--- src/rtl/pipe_mac.sv ---
`default_nettype none
// ============================================================================
// Module   : pipe_mac
// Purpose  : Pipelined multiply / multiply-accumulate with valid/ready flow,
//            per-beat signed mode, sticky overflow and frame-last tagging.
// Revision : 1.0 - initial release
// ============================================================================
module pipe_mac #(
   parameter int N      = 8,
   parameter int STAGES = 3,
   parameter int ACC_W  = 2*N+4
) (
   input  logic             clk,
   input  logic             rst_n,
   input  logic             in_valid,
   output logic             in_ready,
   input  logic [N-1:0]     in_a,
   input  logic [N-1:0]     in_b,
   input  logic             in_signed,
   input  logic             in_acc,
   input  logic             in_last,
   output logic             out_valid,
   input  logic             out_ready,
   output logic [ACC_W-1:0] out_p,
   output logic             out_last,
   output logic             out_ovf
);

   localparam int c_PROD_W = 2*N;
   localparam int c_LAST   = STAGES-1;

   logic                r_s1_valid;
   logic [N-1:0]        r_s1_a;
   logic [N-1:0]        r_s1_b;
   logic                r_s1_signed;
   logic                r_s1_acc;
   logic                r_s1_last;

   logic [ACC_W-1:0]    r_d_p      [1:STAGES-1];
   logic                r_d_valid  [1:STAGES-1];
   logic                r_d_signed [1:STAGES-1];
   logic                r_d_acc    [1:STAGES-1];
   logic                r_d_last   [1:STAGES-1];

   logic [ACC_W-1:0]    r_acc;
   logic                r_out_valid;
   logic                r_out_last;
   logic                r_out_ovf;

   logic                w_advance;
   logic [c_PROD_W-1:0] w_a_x;
   logic [c_PROD_W-1:0] w_b_x;
   logic [c_PROD_W-1:0] w_prod;
   logic [ACC_W-1:0]    w_ext;
   logic [ACC_W:0]      w_sum;
   logic                w_ovf_add;

   assign w_advance = !(r_out_valid && !out_ready);
   assign in_ready  = w_advance;

   always_ff @(posedge clk or negedge rst_n) begin
      if (!rst_n) begin
         r_s1_valid  <= 1'b0;
         r_s1_a      <= '0;
         r_s1_b      <= '0;
         r_s1_signed <= 1'b0;
         r_s1_acc    <= 1'b0;
         r_s1_last   <= 1'b0;
      end else if (w_advance) begin
         r_s1_valid  <= in_valid;
         r_s1_a      <= in_a;
         r_s1_b      <= in_b;
         r_s1_signed <= in_signed;
         r_s1_acc    <= in_acc;
         r_s1_last   <= in_last;
      end
   end

   // Extending both operands to 2N bits per mode lets one multiplier serve
   // signed and unsigned beats: the low 2N bits are correct either way.
   assign w_a_x  = {{N{r_s1_signed & r_s1_a[N-1]}}, r_s1_a};
   assign w_b_x  = {{N{r_s1_signed & r_s1_b[N-1]}}, r_s1_b};
   assign w_prod = w_a_x * w_b_x;

   generate
      if (ACC_W > c_PROD_W) begin : g_ext_wide
         assign w_ext = {{(ACC_W-c_PROD_W){r_s1_signed & w_prod[c_PROD_W-1]}}, w_prod};
      end else begin : g_ext_exact
         assign w_ext = w_prod;
      end
   endgenerate

   always_ff @(posedge clk or negedge rst_n) begin
      if (!rst_n) begin
         for (int i = 1; i < STAGES; i++) begin
            r_d_p[i]      <= '0;
            r_d_valid[i]  <= 1'b0;
            r_d_signed[i] <= 1'b0;
            r_d_acc[i]    <= 1'b0;
            r_d_last[i]   <= 1'b0;
         end
      end else if (w_advance) begin
         r_d_p[1]      <= w_ext;
         r_d_valid[1]  <= r_s1_valid;
         r_d_signed[1] <= r_s1_signed;
         r_d_acc[1]    <= r_s1_acc;
         r_d_last[1]   <= r_s1_last;
         for (int i = 2; i < STAGES; i++) begin
            r_d_p[i]      <= r_d_p[i-1];
            r_d_valid[i]  <= r_d_valid[i-1];
            r_d_signed[i] <= r_d_signed[i-1];
            r_d_acc[i]    <= r_d_acc[i-1];
            r_d_last[i]   <= r_d_last[i-1];
         end
      end
   end

   // Signed overflow: like-signed addends whose sum flips sign.
   assign w_sum     = {1'b0, r_acc} + {1'b0, r_d_p[c_LAST]};
   assign w_ovf_add = r_d_signed[c_LAST]
                    ? ((r_acc[ACC_W-1] == r_d_p[c_LAST][ACC_W-1]) &&
                       (w_sum[ACC_W-1] != r_acc[ACC_W-1]))
                    : w_sum[ACC_W];

   always_ff @(posedge clk or negedge rst_n) begin
      if (!rst_n) begin
         r_acc       <= '0;
         r_out_valid <= 1'b0;
         r_out_last  <= 1'b0;
         r_out_ovf   <= 1'b0;
      end else if (w_advance) begin
         r_out_valid <= r_d_valid[c_LAST];
         if (r_d_valid[c_LAST]) begin
            r_out_last <= r_d_last[c_LAST];
            if (r_d_acc[c_LAST]) begin
               r_acc     <= w_sum[ACC_W-1:0];
               r_out_ovf <= r_out_ovf | w_ovf_add;
            end else begin
               r_acc     <= r_d_p[c_LAST];
               r_out_ovf <= 1'b0;
            end
         end
      end
   end

   assign out_valid = r_out_valid;
   assign out_p     = r_acc;
   assign out_last  = r_out_last;
   assign out_ovf   = r_out_ovf;

endmodule
`default_nettype wire

--- config.mk ---
export PLATFORM = sky130hd
export DESIGN_NAME = pipe_mac
export DESIGN_NICKNAME = d
export VERILOG_FILES = /design/src/rtl/pipe_mac.sv
export SDC_FILE = /design/constraint.sdc
export NUM_CORES = 1
export LEC_CHECK = 0
export CAP_MARGIN = 15
export CORE_ASPECT_RATIO = 0.8
export CORE_MARGIN = 1
export CORE_UTILIZATION = 60
export DETAILED_ROUTE_END_ITERATION = 10
export PLACE_DENSITY = 0.81
export SYNTH_ARGS = -nofsm -noshare
export SYNTH_HDL_FRONTEND = slang
export SYNTH_SLANG_ARGS = --single-unit
--- constraint.sdc ---
create_clock -name clk -period 13.2 [get_ports clk]
set_clock_uncertainty 0.05 [all_clocks]
set_input_delay 2.64 -clock clk [delete_from_list [all_inputs] [get_ports clk]]
set_output_delay 2.64 -clock clk [all_outputs]
set_load 0.03 [all_outputs]
==> summary.txt <==
Yosys
  • Synth Flop Type: dfrtp_1
  • Asr flop ratio synth: 1.00
  • Synthesized netlist cell count: 777
  • Mean Syn Cell Area: 9.02 um^2
  • Post-synthesis net count: 917
  • Cell area after synthesis: 7010 um^2
  • Synthesis Warnings: 0
  • Cell accounting for the most synthesized area: dfrtp_1
  • Seq/Total Area, Yosys: 0.304
  • Share of the synthesized area in the top cell type: 0.304
  • Number of synthesized flops with an enable pin: 0
  • Unique cell type count in the Yosys netlist: 52
  • Seq cells post-synth: 85
  • Top cells by area, synth: dfrtp_1 30%, fa_1 18%, nand2_1 12%, ha_1 9.5%, inv_1 4.6%

Floorplanning
  • Core area: 11100 um^2
  • Starting density of the core: 0.631
  • Die H: 98.6 um
  • Row count: 34
  • IO Count: 47
  • Die Wd: 123 um
  • Die footprint: 12100 um^2

Clock network
  • Post-CTS setup buffer count: 0
  • Cts hold-fix bufs: 0
  • Cts repair resizes: 0
  • CTS sink count: 85
  • CTS tree: built
  • Root buffer cell: clkbuf_16
  • H-Tree Depth: 3
  • Longest Clk Path Bufs: 2
  • TritonCTS Buffers: 9
  • Clk slew on worst S/H paths: 0.06 ns
  • Worst-Skew Late Latency: 0.33 ns

Worst setup path
  • Critical Path RT: 10.51 ns
  • Worst path max stage delay: 0.60 ns
  • CP max FO: 61
  • CP max stage cell: clkdlybuf4s50_1
  • Setup crit end kind: output pin
  • Most used cell, CP: clkdlybuf4s50_1
  • CP startpoint kind: input port
  • CP Cell Sequence: clkdlybuf4s50_1, nor2b_4, buf_4, inv_2, clkdlybuf4s50_1
  • WS Path Type: in -> out
  • Worst EP arrival: 4.39 ns

Route
  • Drt drc: 0
  • Drt initial violations: 307
  • Vias: 5347
  • Drt first pass iters: 6
  • Routed WL: 14800 um
  • DRT antenna net count: 0
  • Drt wl/cell: 15.5 um
  • Via density: 5.62

Layout
  • Area added between synthesis and finish: 12.9%
  • Most frequent cells in the layout: 219 x nand2_1, 85 x inv_1, 85 x dfrtp_1
  • N_diodes: 0
  • Share of cells above drive strength 1: 0.0458
  • Final net count: 943
  • Commonest non-fill, non-tap cell in the layout: nand2_1

STA
  • Fin crit period: 7.08 ns
  • Sum Neg Setup Slack: 0 ns
  • Max Slew Vio Count: 0
  • Setup Viol. Count Final: 0
  • Fmax: 141 MHz
  • RSZ-0062 raised after global routing: false
  • Final worst-path cycle share: 0.537
  • Worst slew margin: 0.557
  • Least-Margin Pin Slew: 0.664 ns
  • Final hold violations: 0

Status
  • Status: completed

Global routing
  • Global-route wire length before repair: 25800 um
  • Initial antenna violation count: 0
  • Total gr overflow: 0
  • Total GRT Usage: 0.270
  • Largest net degree at the start of global routing: 86
  • Number of global-route vias before repair: 5638

Placement
  • PortBufs: 46
  • Placer Congestion: 0.864
  • Hpwl dp: 10600 um

Worst hold path
  • Hold Crit Class: reg -> reg

Flow run
  • Maxcap violations: 0
-- logic make-up (layout without fill, tap and decap cells) --
logic type,count (synthesis),count (layout),synth area share
AND/OR/NAND/NOR,310,310,0.192
buffers and inverters,122,152,0.0682
adder cells (fa/ha/maj),117,117,0.278
AO/OA/AOI/OAI,97,97,0.0986
flip-flops,85,85,0.304
XOR/XNOR,32,32,0.0400
multiplexers,14,14,0.0202
-- synthesized netlist by cell type (9+ instances only) --
cell type and n:
nand2_1 219, dfrtp_1 85, inv_1 85, fa_1 64
ha_1 53, and2_1 32, clkbuf_1 30, o21ai_0 27
a21oi_1 24, xnor2_1 22, nor2_1 18, mux2i_1 13
a21o_1 11, xor2_1 10, nand3_1 9
-- worst max-delay path, delay by kind of cell --
family                 cells  cell delay, ns
buffers and inverters      4            1.61
and+or+nand+nor            1            0.11
-- per-stage QoR --
step | setup WS (ns) | instance area (um^2) | hold WS, ns | cells | utilization
floorplan | 7.08 | 7010 | 0.385 | 777 | -
global placement | 6.14 | 7520 | 0.401 | 934 | 0.677
detailed placement | 6.13 | 7520 | 0.409 | 934 | 0.677
CTS | 6.12 | 7860 | 0.424 | 949 | 0.708
global route | 6.04 | 7910 | 0.449 | 951 | 0.713
finish | 6.12 | 7910 | 0.421 | 951 | 0.713
-- routing by layer --
metal	vias up	part of all wire	GRT usage
met4	0	0.017	0.0732
met5	-	0	0
met1	2670	0.42	0.345
met3	30	0.042	0.0538
met2	134	0.52	0.466
li1	2513	-	-
-- registers in the layout (all words and copies together), names as in the netlist --
register	cells
r_s1_valid	1
r_d_last	2
r_d_p	34
r_s1_a	8
out_ovf	1
r_s1_last	1
out_p	20
r_d_valid	2
r_s1_b	8
r_d_signed	2
r_d_acc	2
out_valid	1
out_last	1
r_s1_signed	1
r_s1_acc	1
-- layout make-up --
class	instances	area [um^2]
fill	828	3190
clock buffer	9	225
timing repair buffer	51	536
clock inverter	6	113
inverter	86	323
tap	144	180
sequential	85	2130
multi-input combinational	570	4410
-- final timing paths --
check | startpoint | to | slack [ns] | depth (start not counted)
setup reg to reg | r_s1_signed$_DFFE_PN0N_ | r_d_p[36]$_DFFE_PN0N_ | 7.36 | 18
hold reg to reg | r_d_p[20]$_DFFE_PN0N_ | r_d_p[20]$_DFFE_PN0N_ | 0.42 | 2
max in group asynchronous | rst_n | r_s1_a[2]$_DFFE_PN0N_ | 10.36 | 2
hold / removal | r_d_p[20]$_DFFE_PN0N_ | r_d_p[20]$_DFFE_PN0N_ | 0.42 | 2
setup / recovery | out_ready | in_ready | 6.12 | 5
min in group asynchronous | rst_n | out_p[18]$_DFFE_PN0P_ | 2.13 | 1
Power is left out: the tool's default activity adds up to more than one toggle a clock period on the data nets, which glitch-free logic cannot reach.
